<file path="src/rtl/ram_pkg.sv">
`default_nettype none
// ============================================================================
// ram_pkg : clear-sequencer state encoding and collision-mode constants
// Revision: 1.0
// ============================================================================
package ram_pkg;

  typedef enum logic [0:0] {
    CLEARING = 1'b0,
    READY    = 1'b1
  } state_t;

  localparam int c_read_first  = 0;
  localparam int c_write_first = 1;

endpackage
`default_nettype wire

</file>
<file path="src/rtl/ram_clear_seq.sv">
`default_nettype none
// ============================================================================
// ram_clear_seq : walks the array writing zeros, one word per cycle
// Revision: 1.0
// ============================================================================
module ram_clear_seq #(
  parameter int ADDR_WIDTH = 10,
  parameter int MEM_SIZE   = 256
) (
  input  logic                  CLK,
  input  logic                  RST,
  input  logic                  CLR,
  output logic                  BUSY,
  output logic [ADDR_WIDTH-1:0] CLR_ADDR,
  output logic                  CLR_WE
);
  import ram_pkg::*;

  localparam logic [ADDR_WIDTH-1:0] c_last = ADDR_WIDTH'(MEM_SIZE - 1);

  state_t                r_state;
  state_t                w_state_nxt;
  logic [ADDR_WIDTH-1:0] r_cnt;
  logic [ADDR_WIDTH-1:0] w_cnt_nxt;

  always_ff @(posedge CLK or posedge RST) begin
    if (RST) begin
      r_state <= CLEARING;
      r_cnt   <= '0;
    end else begin
      r_state <= w_state_nxt;
      r_cnt   <= w_cnt_nxt;
    end
  end

  // A clear request always wins, including on the last clear cycle.
  always_comb begin
    w_state_nxt = r_state;
    w_cnt_nxt   = r_cnt;
    case (r_state)
      CLEARING: begin
        if (CLR) begin
          w_cnt_nxt = '0;
        end else if (r_cnt == c_last) begin
          w_state_nxt = READY;
          w_cnt_nxt   = '0;
        end else begin
          w_cnt_nxt = r_cnt + 1'b1;
        end
      end
      READY: begin
        if (CLR) begin
          w_state_nxt = CLEARING;
          w_cnt_nxt   = '0;
        end
      end
      default: begin
        w_state_nxt = CLEARING;
        w_cnt_nxt   = '0;
      end
    endcase
  end

  assign BUSY     = (r_state == CLEARING);
  assign CLR_WE   = BUSY;
  assign CLR_ADDR = r_cnt;

endmodule
`default_nettype wire

</file>
<file path="src/rtl/ram_dual_port.sv">
`default_nettype none
// ============================================================================
// ram_dual_port : 1W/1R + 1R dual-port RAM with self-clearing sequencer
// Option macro RAM_PARITY_EN adds a stored even-parity bit and PERR_A/PERR_B.
// Revision: 1.0
// ============================================================================
module ram_dual_port #(
  parameter int ADDR_WIDTH  = 10,
  parameter int DATA_WIDTH  = 10,
  parameter int MEM_SIZE    = 256,
  parameter int WRITE_FIRST = 0
) (
  input  logic                  CLK,
  input  logic                  RST,
  input  logic                  CLR,
  input  logic                  EN_A,
  input  logic                  WE_A,
  input  logic [ADDR_WIDTH-1:0] ADDR_A,
  input  logic [DATA_WIDTH-1:0] DIN_A,
  output logic [DATA_WIDTH-1:0] DOUT_A,
  output logic                  VLD_A,
  input  logic                  EN_B,
  input  logic [ADDR_WIDTH-1:0] ADDR_B,
  output logic [DATA_WIDTH-1:0] DOUT_B,
  output logic                  VLD_B,
  output logic                  BUSY
`ifdef RAM_PARITY_EN
  ,
  output logic                  PERR_A,
  output logic                  PERR_B
`endif
);
  import ram_pkg::*;

`ifdef RAM_PARITY_EN
  localparam int c_mem_w = DATA_WIDTH + 1;
`else
  localparam int c_mem_w = DATA_WIDTH;
`endif
  localparam int                  c_idx_w    = (MEM_SIZE > 1) ? $clog2(MEM_SIZE) : 1;
  localparam logic [ADDR_WIDTH:0] c_mem_size = (ADDR_WIDTH + 1)'(MEM_SIZE);

  logic [c_mem_w-1:0]    r_mem [MEM_SIZE];
  logic                  w_busy;
  logic [ADDR_WIDTH-1:0] w_clr_addr;
  logic                  w_clr_we;
  logic                  w_a_in;
  logic                  w_b_in;
  logic                  w_a_wr;
  logic                  w_a_rd;
  logic                  w_b_rd;
  logic                  w_b_fwd;
  logic [c_mem_w-1:0]    w_wr_word;
  logic [c_mem_w-1:0]    w_word_a;
  logic [c_mem_w-1:0]    w_word_b;

  ram_clear_seq #(
    .ADDR_WIDTH (ADDR_WIDTH),
    .MEM_SIZE   (MEM_SIZE)
  ) u_clear_seq (
    .CLK      (CLK),
    .RST      (RST),
    .CLR      (CLR),
    .BUSY     (w_busy),
    .CLR_ADDR (w_clr_addr),
    .CLR_WE   (w_clr_we)
  );

  assign BUSY   = w_busy;
  assign w_a_in = ({1'b0, ADDR_A} < c_mem_size);
  assign w_b_in = ({1'b0, ADDR_B} < c_mem_size);
  assign w_a_wr = !w_busy && EN_A && WE_A && w_a_in;
  assign w_a_rd = !w_busy && EN_A && !WE_A;
  assign w_b_rd = !w_busy && EN_B;

`ifdef RAM_PARITY_EN
  assign w_wr_word = {^DIN_A, DIN_A};
`else
  assign w_wr_word = DIN_A;
`endif

  // Write-first mode forwards port A's write data straight to port B.
  assign w_b_fwd  = (WRITE_FIRST == c_write_first) && w_a_wr && (ADDR_A == ADDR_B);
  assign w_word_a = w_a_in ? r_mem[ADDR_A[c_idx_w-1:0]] : '0;
  assign w_word_b = !w_b_in ? '0 : (w_b_fwd ? w_wr_word : r_mem[ADDR_B[c_idx_w-1:0]]);

  always_ff @(posedge CLK) begin
    if (w_clr_we) begin
      r_mem[w_clr_addr[c_idx_w-1:0]] <= '0;
    end else if (w_a_wr) begin
      r_mem[ADDR_A[c_idx_w-1:0]] <= w_wr_word;
    end
  end

  always_ff @(posedge CLK or posedge RST) begin
    if (RST) begin
      DOUT_A <= '0;
      DOUT_B <= '0;
      VLD_A  <= 1'b0;
      VLD_B  <= 1'b0;
    end else begin
      VLD_A <= w_a_rd;
      VLD_B <= w_b_rd;
      if (w_a_rd) begin
        DOUT_A <= w_word_a[DATA_WIDTH-1:0];
      end
      if (w_b_rd) begin
        DOUT_B <= w_word_b[DATA_WIDTH-1:0];
      end
    end
  end

`ifdef RAM_PARITY_EN
  always_ff @(posedge CLK or posedge RST) begin
    if (RST) begin
      PERR_A <= 1'b0;
      PERR_B <= 1'b0;
    end else begin
      PERR_A <= w_a_rd && (^w_word_a);
      PERR_B <= w_b_rd && (^w_word_b);
    end
  end
`endif

endmodule
`default_nettype wire

</file>
<file path="config.mk">
export PLATFORM = sky130hd
export DESIGN_NAME = ram_dual_port
export DESIGN_NICKNAME = d
export VERILOG_FILES = /design/src/rtl/ram_pkg.sv /design/src/rtl/ram_clear_seq.sv /design/src/rtl/ram_dual_port.sv
export SDC_FILE = /design/constraint.sdc
export NUM_CORES = 2
export LEC_CHECK = 0
export CAP_MARGIN = 0
export CORE_MARGIN = 2
export CORE_UTILIZATION = 45
export CTS_CLUSTER_SIZE = 14
export DETAILED_ROUTE_END_ITERATION = 10
export PLACE_DENSITY_LB_ADDON = 0.2
export SLEW_MARGIN = 0
export SYNTH_ARGS = -nofsm -noshare
export SYNTH_HDL_FRONTEND = slang
export SYNTH_SLANG_ARGS = --single-unit
export TNS_END_PERCENT = 1
</file>
<file path="constraint.sdc">
create_clock -name CLK -period 7.1 [get_ports CLK]
set_input_delay 1.42 -clock CLK [delete_from_list [all_inputs] [get_ports CLK]]
set_output_delay 1.42 -clock CLK [all_outputs]
set_load 0.05 [all_outputs]
</file>
==> impl_metrics.ini <==
[drt]
routedWlPerCell_um = 42.8
met3_length_um = 60300
drt_wl_total_um = 478000
vias_per_cell = 7.17
dr_wl_met2_um = 214000
num_vias = 80187
first_pass_iters = 8
wirelength_met1_um = 170000
initialDrtViolationCount = 13658
highest_layer = met5
drc = 0
drtAntennaViolNets = 0

[power_and_ir_drop]
leakage_nw = 45.3
clockPowerShare = 0.435
power-per-cell-area_nw_per_um2 = 245
ir_worst_vdd_mv = 0.272
pwr-share-comb = 0.076
internal_power_mw = 26.0
switching_share = 0.234
seq_power_share = 0.489
power_switching_mw = 7.93

[sta]
setup_tns_ns = 0
finClkSkew_ns = 0.0748
post-route-min-period_ns = 5.51
setup_violations = 0
slew_headroom = -0.0673
max_freq_mhz = 181
hold_viol_final = 0
finalWorstSetupSlack_ns = 1.59
rsz0062_at_grt = no
worstMarginPinSlew_ns = 1.59
drv_slew = 7
fin_crit_sh = 0.776

[setup_path]
crit_slowest_cell = a2111oi_1
crit_required_ns = 7.99
critPathTopFamily = compound AO/OA/AOI/OAI gates
cp_slowest_stage_delay_ns = 1.21
cp-start-kind = input pin
path_max_fanout = 64
criticalPathCategory = in2reg
r2r_slack_ns = 2.40
cp_cell_sequence = buf_8 > nand2_4 > buf_12 > o221ai_1 > a21oi_1 > a211oi_1 > a41oi_1 > a2111oi_1 > a22o_1
arrival_ns = 6.40
path_buf_inv = 2
endpoint_kind = flip-flop

[grt]
grt_usage = 0.339
overflow = 0
grt_max_degree = 134
grt_pass1_vias = 77284
antenna_found_initial = 33
grt_pass1_wl_um = 648000

[placed_design]
dp.final_hpwl_um = 318000
port_buffers = 58
dp.cells = 10662
gp_congestion = 0.997
dpl_worst_slack_ns = 1.08

[logic_synthesis]
synth_area_leader_cell = edfxtp_1
netlist_instances = 7047
avgSynthCellArea_sq_um = 17.5
yosysMostFrequentCell = edfxtp_1
synth_edf_count = 2560
yosys.area.top_type_share = 0.623
ys_types = 87
yosys-top-cells-count = edfxtp_1 (2,560), mux4_2 (926), mux2i_1 (728)
synth_nets = 7084
synthArstFlopShare = 0.0127
seq_area_frac_synth = 0.630
synth_area_sq_um = 123000
ys.flop_type = edfxtp_1
ys_top_cells_by_area = edfxtp_1 (62%), mux4_2 (17%), mux2i_1 (5.9%)
yosysWarnings = 0
synth-seq-cells = 2593

[die]
die_w_um = 528
dieHeight_um = 528
initial_core_util = 0.452
ioPinCount = 59
num_rows = 192
dieArea_sq_um = 278000
core_area_sq_um = 273000

[clock_network]
post_cts_buffers = 0
clock-sinks = 2593
root_buffer = clkbuf_16
cts_tree = yes
htree_num_levels = 5
ctsResizeCount = 0
clk_path_buf_depth = 4
holdBufCountCts = 0
clk_latency_ns = 0.96
cts_buffers = 297
clkTransAtPathRegs_ns = 0.07

[layout]
area_growth_pct = 12.4
fill_cells = 22053
fin_cells = 11184
drive_gt1_frac = 0.263
nNetsFinal = 7409

[hold_path]
min_path_type = reg2reg

[flow_run]
drv_cap = 4

[run_status]
status = finished with violations
violations = capacitance limit, slew limit
-- layer usage --
metal,global-route usage,vias to the layer above
met5,0.00450,-
li1,-,30435
met3,0.0963,1296
met1,0.437,42131
met4,0.205,26
met2,0.508,6299
-- flip-flops by register name, summed over array words and instances, names as in the netlist --
register              count
DOUT_B                   10
u_clear_seq.r_state       1
VLD_A                     1
u_clear_seq.CLR_ADDR     10
VLD_B                     1
r_mem                  2560
DOUT_A                   10
-- final timing paths --
path | startpoint | endpoint | depth (start not counted)
hold / removal | DOUT_B[3]$_DFFE_PP0P_ | DOUT_B[3]$_DFFE_PP0P_ | 1
setup / recovery | ADDR_B[1] | DOUT_B[3]$_DFFE_PP0P_ | 9
hold reg to reg | DOUT_B[3]$_DFFE_PP0P_ | DOUT_B[3]$_DFFE_PP0P_ | 1
min in group asynchronous | RST | u_clear_seq.CLR_ADDR[0]$_DFFE_PP0P_ | 3
setup reg to reg | u_clear_seq.r_state$_DFF_PP0_ | r_mem[36][5]$_DFFE_PP_ | 7
max in group asynchronous | RST | DOUT_B[1]$_DFFE_PP0P_ | 3
-- cells in the final DEF (no fill, tap or decap), types with 43 or more instances in the layout --
master,netlist,final
o21ai_0,111,111
nand2_1,253,251
mux2_2,43,43
a31oi_1,57,57
buf_12,17,62
clkinv_1,1,62
a22oi_1,87,87
clkinv_2,0,46
nor2_1,374,371
nor3_1,98,93
nand3_1,70,70
o22ai_1,183,183
a21oi_1,219,219
buf_4,43,476
clkdlybuf4s50_1,0,44
mux2i_1,728,728
o221ai_1,208,208
clkbuf_16,0,302
mux4_2,926,926
edfxtp_1,2560,2560
clkbuf_1,204,51
-- cell families after synthesis --
kind of cell,synth area share
flops,0.630
buf+inv,0.0319
mux,0.237
simple gates,0.0379
fa+ha+maj,0.000101
xor+xnor,0.000284
compound gates,0.0629
-- area by class of cell --
type / instances / area (sq um) / share of cell area
sequential: 2593 / 77700 / 0.560
multi-input combinational: 3865 / 42000 / 0.302
clock buffer: 358 / 7820 / 0.0563
timing repair buffer: 594 / 5400 / 0.0389
tap: 3589 / 4490 / 0.0324
clock inverter: 143 / 1250 / 0.00904
inverter: 21 / 95.1 / 0.000685
antenna: 21 / 52.6 / 0.000379
-- metrics by stage --
step	hold WS, ns	instance area (sq um)	utilization	total power, mW
after detailed placement	0.508	130000	0.475	19.4
after global routing	0.551	139000	0.508	34.6
after global placement	0.503	130000	0.475	19.4
after CTS	0.521	139000	0.508	33.9
after floorplan	0.501	123000	-	18.4
final	0.544	139000	0.508	33.9
-- power groups by stage --
stage	sequential, mW	clock (mW)	combinational, mW
after global placement	16.9	0	2.50
after global routing	16.6	15.4	2.60
after floorplan	16.9	0	1.51
final	16.6	14.8	2.60
after CTS	16.6	14.8	2.51
after detailed placement	16.9	0	2.50
(Power assumes the default switching activity.)
